===== src/rtl/cdc_gray_rd_ptr_ctrl.sv =====
// -----------------------------------------------------------------------------
// cdc_gray_rd_ptr_ctrl
//
// Read-side pointer controller for a dual-clock FIFO. The write domain's Gray
// pointer is brought into the read clock domain through a plain flop chain and
// converted to binary. The controller also keeps the local read pointer in
// binary and Gray form. From these two pointers it derives the empty flag, the
// almost-empty flag, the fill level and the RAM read address.
//
// Parameters:
//   n_bits       pointer width including the wrap bit (depth = 2**(n_bits-1))
//   SYNC_STAGES  number of synchroniser flops on wrPtrGray
//   AE_LEVEL     almostEmpty asserts when level <= AE_LEVEL
//
// Ports:
//   clk          read-domain clock; all state updates on its rising edge
//   sysRst       synchronous, active-high reset
//   wrPtrGray    write-domain Gray pointer (asynchronous to clk)
//   rdReq        consumer requests a pop this cycle
//   rdEn         pop accepted this cycle; drives the RAM read enable
//   rdAddr       RAM read address (low bits of the binary read pointer)
//   rdPtrGray    registered Gray read pointer, returned to the write domain
//   empty        no entries visible to the read side
//   almostEmpty  level <= AE_LEVEL
//   level        visible occupancy, 0 .. 2**(n_bits-1)
// -----------------------------------------------------------------------------
module cdc_gray_rd_ptr_ctrl #(
    parameter int n_bits      = 4,
    parameter int SYNC_STAGES = 2,
    parameter int AE_LEVEL    = 1
) (
    input  logic              clk,
    input  logic              sysRst,
    input  logic [n_bits-1:0] wrPtrGray,
    input  logic              rdReq,
    output logic              rdEn,
    output logic [n_bits-2:0] rdAddr,
    output logic [n_bits-1:0] rdPtrGray,
    output logic              empty,
    output logic              almostEmpty,
    output logic [n_bits-1:0] level
);

    // One extra bit so that AE_LEVEL = 2**(n_bits-1) can never truncate.
    localparam logic [n_bits:0] AeLevel = (n_bits + 1)'(AE_LEVEL);

    logic [n_bits-1:0] syncChain [SYNC_STAGES];
    logic [n_bits-1:0] wrGraySync;
    logic [n_bits-1:0] wrBinSync;
    logic [n_bits-1:0] rdBin;
    logic [n_bits-1:0] rdBinNext;
    logic [n_bits-1:0] rdGrayNext;

    // -------------------------------------------------------------------------
    // Synchroniser: plain flops only. Any logic between the stages would put
    // glitches on the metastability path.
    // -------------------------------------------------------------------------
    always_ff @(posedge clk) begin
        if (sysRst) begin
            // NOTE: this small flop array is reset explicitly. It is not a RAM,
            // and a known value here is what makes empty=1 right after reset.
            for (int i = 0; i < SYNC_STAGES; i++) begin
                syncChain[i] <= '0;
            end
        end else begin
            // NOTE: non-blocking assignments make every stage sample its
            // predecessor's old value. With blocking assignments the chain
            // would collapse into a single flop.
            syncChain[0] <= wrPtrGray;
            for (int i = 1; i < SYNC_STAGES; i++) begin
                syncChain[i] <= syncChain[i-1];
            end
        end
    end

    assign wrGraySync = syncChain[SYNC_STAGES-1];

    // -------------------------------------------------------------------------
    // Gray to binary: each binary bit is the XOR of all Gray bits at and above
    // its position. Written as a reduction so that no bit of the vector
    // depends on another bit of the same vector.
    // -------------------------------------------------------------------------
    always_comb begin
        // NOTE: assigning a default before the loop keeps the block
        // combinational even if the loop bounds are edited later.
        wrBinSync = '0;
        for (int i = 0; i < n_bits; i++) begin
            wrBinSync[i] = ^(wrGraySync >> i);
        end
    end

    // -------------------------------------------------------------------------
    // Flags and level. These depend only on registers (and rdReq, for rdEn),
    // so they never glitch from the asynchronous input.
    // -------------------------------------------------------------------------
    assign empty       = (rdPtrGray == wrGraySync);
    // Modulo subtraction handles the pointer wrap without any special case.
    assign level       = wrBinSync - rdBin;
    assign almostEmpty = ({1'b0, level} <= AeLevel);
    assign rdEn        = rdReq & ~empty;
    assign rdAddr      = rdBin[n_bits-2:0];

    // -------------------------------------------------------------------------
    // Read pointer. The Gray copy is registered directly, not decoded from
    // rdBin after the flop, so the write domain only ever sees a one-bit
    // change per edge.
    // -------------------------------------------------------------------------
    assign rdBinNext  = rdBin + n_bits'(1);
    assign rdGrayNext = rdBinNext ^ (rdBinNext >> 1);

    always_ff @(posedge clk) begin
        if (sysRst) begin
            rdBin     <= '0;
            rdPtrGray <= '0;
        end else if (rdEn) begin
            rdBin     <= rdBinNext;
            rdPtrGray <= rdGrayNext;
        end
    end

endmodule


===== config.mk =====
export PLATFORM = sky130hd
export DESIGN_NAME = cdc_gray_rd_ptr_ctrl
export DESIGN_NICKNAME = d
export VERILOG_FILES = /design/src/rtl/cdc_gray_rd_ptr_ctrl.sv
export SDC_FILE = /design/constraint.sdc
export NUM_CORES = 1
export LEC_CHECK = 0
export CORE_MARGIN = 2
export CORE_UTILIZATION = 41
export CTS_CLUSTER_SIZE = 16
export DETAILED_ROUTE_END_ITERATION = 12
export PLACE_DENSITY = 0.73
export SLEW_MARGIN = 15
export SYNTH_ARGS = -nofsm -noshare
export SYNTH_HDL_FRONTEND = slang
export SYNTH_SLANG_ARGS = --single-unit

===== constraint.sdc =====
create_clock -name clk -period 2.2 [get_ports clk]
set_input_delay 0.44 -clock clk [delete_from_list [all_inputs] [get_ports clk]]
set_output_delay 0.44 -clock clk [all_outputs]
set_load 0.005 [all_outputs]

# [Word level (Yosys, flattened, before mapping)]
# Memory sizes are Yosys's and may differ from the RTL's.
# Cells that the tools add are included.
# W data, S select, Z words.
[totals] ramBits=8 inputBits=7 output_inout_bits=14 word_cells=21 register_bits=8 mem_count=1
[classes] n_reduce_logical=4 n_addsub=2 order_cmp=1 mux=5 n_bitwise=5 eq_ne=1
[memory_table] memory="syncChain" depth=2 word_bits=4 read_ports=2 rd_ports_with_merged_regs=0 write_ports=2 line="47" rtl="logic [n_bits-1:0] syncChain [SYNC_STAGES];"
[op_table] cell="$reduce_xor A4 Y1" count=4
[op_table] cell="$mux W4" count=2
[op_table] cell="$add A4 B1 Y4 const B" count=1
[op_table] cell="$eq A4 B4 Y1" count=1
[op_table] cell="$le A4 B1 Y1 const B" count=1
[op_table] cell="$sub A4 B4 Y4" count=1
[op_table] cell="$xor A4 B3 Y4" count=1
[op_table] cell="$mux W1" count=3
[op_table] cell="$or A1 B1 Y1" count=2
[op_table] cell="$and A1 B1 Y1" count=1
[op_table] cell="$not A1 Y1" count=1

# [Longest topological paths before layout]
[logic_depth] depth_word=3 mapped_depth=8 ltp_nobuf=8

# [Worst setup path after synthesis]
# No wires, ideal clock.
[synth_path] path_kind="register -> output" from="mem syncChain[1][3] (netlist: syncChain[0][7])" to="out almostEmpty" t_required_ps=1760 slack_ps=-126 arrival_time_ps=1886 path_stages_with_launch=8 n_path_buf=0 path_cell_list="dfxtp_1 xor2_1 xnor2_1 xor2_1 ha_1 fa_1 xnor2_1 a211oi_1"
[synth_rtl] element="start, declared" line="47"
[synth_rtl] element="end, declared" line="40" rtl="output logic almostEmpty,"

==> results.cfg <==
[status]
outcome = finished with violations
violations = negative setup slack

[sta]
setup_viol = 4
rsz0062_at_grt = yes
fin_crit_sh_pct = 123
finClkSkew_ns = 0.00268
maxSlewHeadroom_pct = 66.3
setup_slack_ns = -0.505
tightest_pin_transition_ns = 0.504
hold_ws_ns = 0.447
min_period_ns = 2.71
max_freq_mhz = 370
slew_violations = 0
final-hold-violation-count = 0

[yosys]
yosys-top-cells-area = dfxtp_1 40%, xnor2_1 8.1%, xor2_1 8.1%
post-synth-top-area-fraction_pct = 39.9
synth_area_leader_cell = dfxtp_1
synth-edff-count = 0
yosys-top-cells-count = 15 x dfxtp_1, 9 x nor2b_1, 8 x inv_1
synthesis.nets = 88
yosys.cell_types.count = 20
syn_area_um2 = 753
number_of_storage_elements_in_the_synthesis_netlist = 15
synth_area_per_cell_um2 = 9.91
post_synth_inst_count = 76
synth-main-ff-cell = dfxtp_1
async_reset_ff_share_pct = 0
yosysMostFrequentCell = dfxtp_1
yosysWarningCount = 0
ys_seq_area_share_pct = 39.9

[worst_setup_path]
r2r_setup_slack_ns = 0.35
r2r.worst_path.cells = 8
startpoint = syncChain[0][6]
r2r-start = syncChain[0][7]
cp_slowest_stage_delay_ns = 0.37
crit_slowest_cell = dfxtp_4
critical-path-top-delay-family = buffers and inverters
cp_num_buf_inv = 4
cell_depth_of_the_worst_setup_path = 11
largest_fanout_on_the_critical_path = 2
cp_endpoint = almostEmpty
crit_arrival_ns = 2.27
critical_path.cell_chain = xor2_4 > xnor2_2 > buf_4 > inv_2 > ha_4 > nor2b_4 > o21ai_2 > a21o_2 > buf_4 > a211oi_2 > buf_2
criticalPathCategory = reg -> out
endpoint_kind = output port
critical-path-top-cell-by-count = buf_4
startpoint_type = register
crit_required_ns = 1.76
rr_endpoint = rdPtrGray[3]

[flow_run]
timing.max_cap.violations = 0

[floorplanning]
core_area_um2 = 1730
die_y_um = 46.9
die_width_um = 46.9
boundaryPins = 21
start_util_pct = 43.6
rows = 15
die-area_um2 = 2200

[clock_tree]
bufs_on_longest_clock_path = 2
clock_tree_root_buffer_cell = clkbuf_4
clock_latency_ns = 0.27
cts_buffers = 3
holdBufCountCts = 0
h-tree-depth = 1
cts.sink_count = 15
tritoncts = built
cts.clk_slew.worst_paths_ns = 0.09

[finish]
antenna-diode-count = 0
stdcell_area_um2 = 1200
fraction_of_layout_cells_with_a_size_suffix_above_1_pct = 36.8
syn_to_final_growth_pct = 59.3
fin_cells = 142
layout.filler_cells = 146
design.final.nets = 130
final_core_utilization_pct = 69.5

[global_routing]
number_of_global_route_vias_before_repair = 613
wire_length_of_the_first_global_routing_pass_um = 2410
gr-total-overflow = 0
grt_start_max_net_pins = 16
antenna_found_initial = 0
globalRouteTotalUtil_pct = 15.6

[placement]
place_inst = 132
numPortBuffers = 20
place.gp.congestion = 0.792
place_area_um2 = 1100
dpl.hpwl_um = 1150

[worst_hold_path]
hp-class = reg -> reg

[drt]
drt_pre_antenna_iters = 1
antenna_left = 0
wirelength_um = 1520
vias_per_cell = 4.59
route.detailed.wl_per_inst_um = 10.7
drt_first_iter_violations = 0
vias_after_detailed_routing = 652
drt_drc_violations_left = 0

[power_and_ir_drop]
irDropWorstVdd_uv = 529
total_leakage_power_nw = 0.557
p_per_area_nw_per_um2 = 668
-- registers in the layout, summed over array words and instances (netlist names) --
name,cells
rdBin,3
rdPtrGray,4
syncChain,8
-- layout make-up --
type,instances,area [um2],area share (%)
Multi-Input combinational cell,52,487,40.6
Tap cell,25,31.3,2.61
Clock buffer,3,22.5,1.88
Sequential cell,15,307,25.5
Clock inverter,1,5.00,0.417
Timing Repair Buffer,38,318,26.5
Inverter,8,30.0,2.50
-- cell usage in the layout (no fill, tap or decap), types with 2 or more instances in the layout --
master,count
buf_4,17
clkdlybuf4s50_1,13
dfxtp_1,12
nor2b_1,8
xor2_1,6
inv_1,6
xnor2_1,5
nor2_1,5
mux2i_1,4
buf_2,4
clkbuf_4,3
inv_2,2
xnor2_2,2
nand3_1,2
o21ai_0,2
or3_1,2
a21oi_1,2
ha_1,2
buf_6,2
dlygate4sd2_1,2
dfxtp_2,2
-- cells by family (layout without fill, tap and decap cells) --
group | Yosys count | in the layout | synth area share, %
AND/OR/NAND/NOR | 20 | 20 | 14.6
adder cells (fa/ha/maj) | 5 | 5 | 9.30
multiplexers | 4 | 4 | 5.32
XOR/XNOR | 14 | 14 | 16.3
buffers and inverters | 9 | 50 | 4.48
AO/OA/AOI/OAI | 9 | 9 | 10.1
flip-flops | 15 | 15 | 39.9
-- timing repair --
action | CTS | global route
endpoints found under the hold margin | 0 | 0
setup buffers | 8 | 0
gates cloned | 0 | 0
endpoints found under the setup margin | 7 | 4
gates resized for setup | 31 | 4
pin swaps | 11 | 5
-- metal layers --
metal  global-route usage, %  vias to the layer above  share of wire, %
met4                    8.33                        0              0.66
met3                    1.15                        2               3.1
met1                    18.1                      310                42
met2                    28.5                       11                54
met5                       0                        -                 0
li1                        -                      329                 -
-- worst min path at each step --
stage / start / to / slack [ns] / cells after the start
floorplan: syncChain[0][0] / syncChain[0][4] / 0.41 / 1
global placement: syncChain[0][1] / syncChain[0][5] / 0.42 / 1
detailed placement: syncChain[0][0] / syncChain[0][4] / 0.43 / 1
CTS: syncChain[0][2] / syncChain[0][6] / 0.45 / 1
global route: syncChain[0][1] / syncChain[0][5] / 0.46 / 1
finish: syncChain[0][1] / syncChain[0][5] / 0.45 / 1
-- metrics by stage --
step | TNS (ns) | worst slack [ns] | total power [mW]
6_report | -1.46 | -0.505 | 0.801
5_1_grt | -1.85 | -0.604 | 0.851
4_1_cts | -1.56 | -0.532 | 0.793
3_5_place_dp | -1.89 | -0.537 | 0.628
3_3_place_gp | -1.67 | -0.481 | 0.622
2_1_floorplan | 0 | 0.0165 | 0.466
-- power breakdown --
group	internal [mW]	switching (mW)	leakage, nW
Combinational	0.207	0.139	0.414
Sequential	0.290	0.0151	0.125
Clock	0.0673	0.0831	0.0177
Total	0.564	0.237	0.557
(Power assumes the default switching activity.)
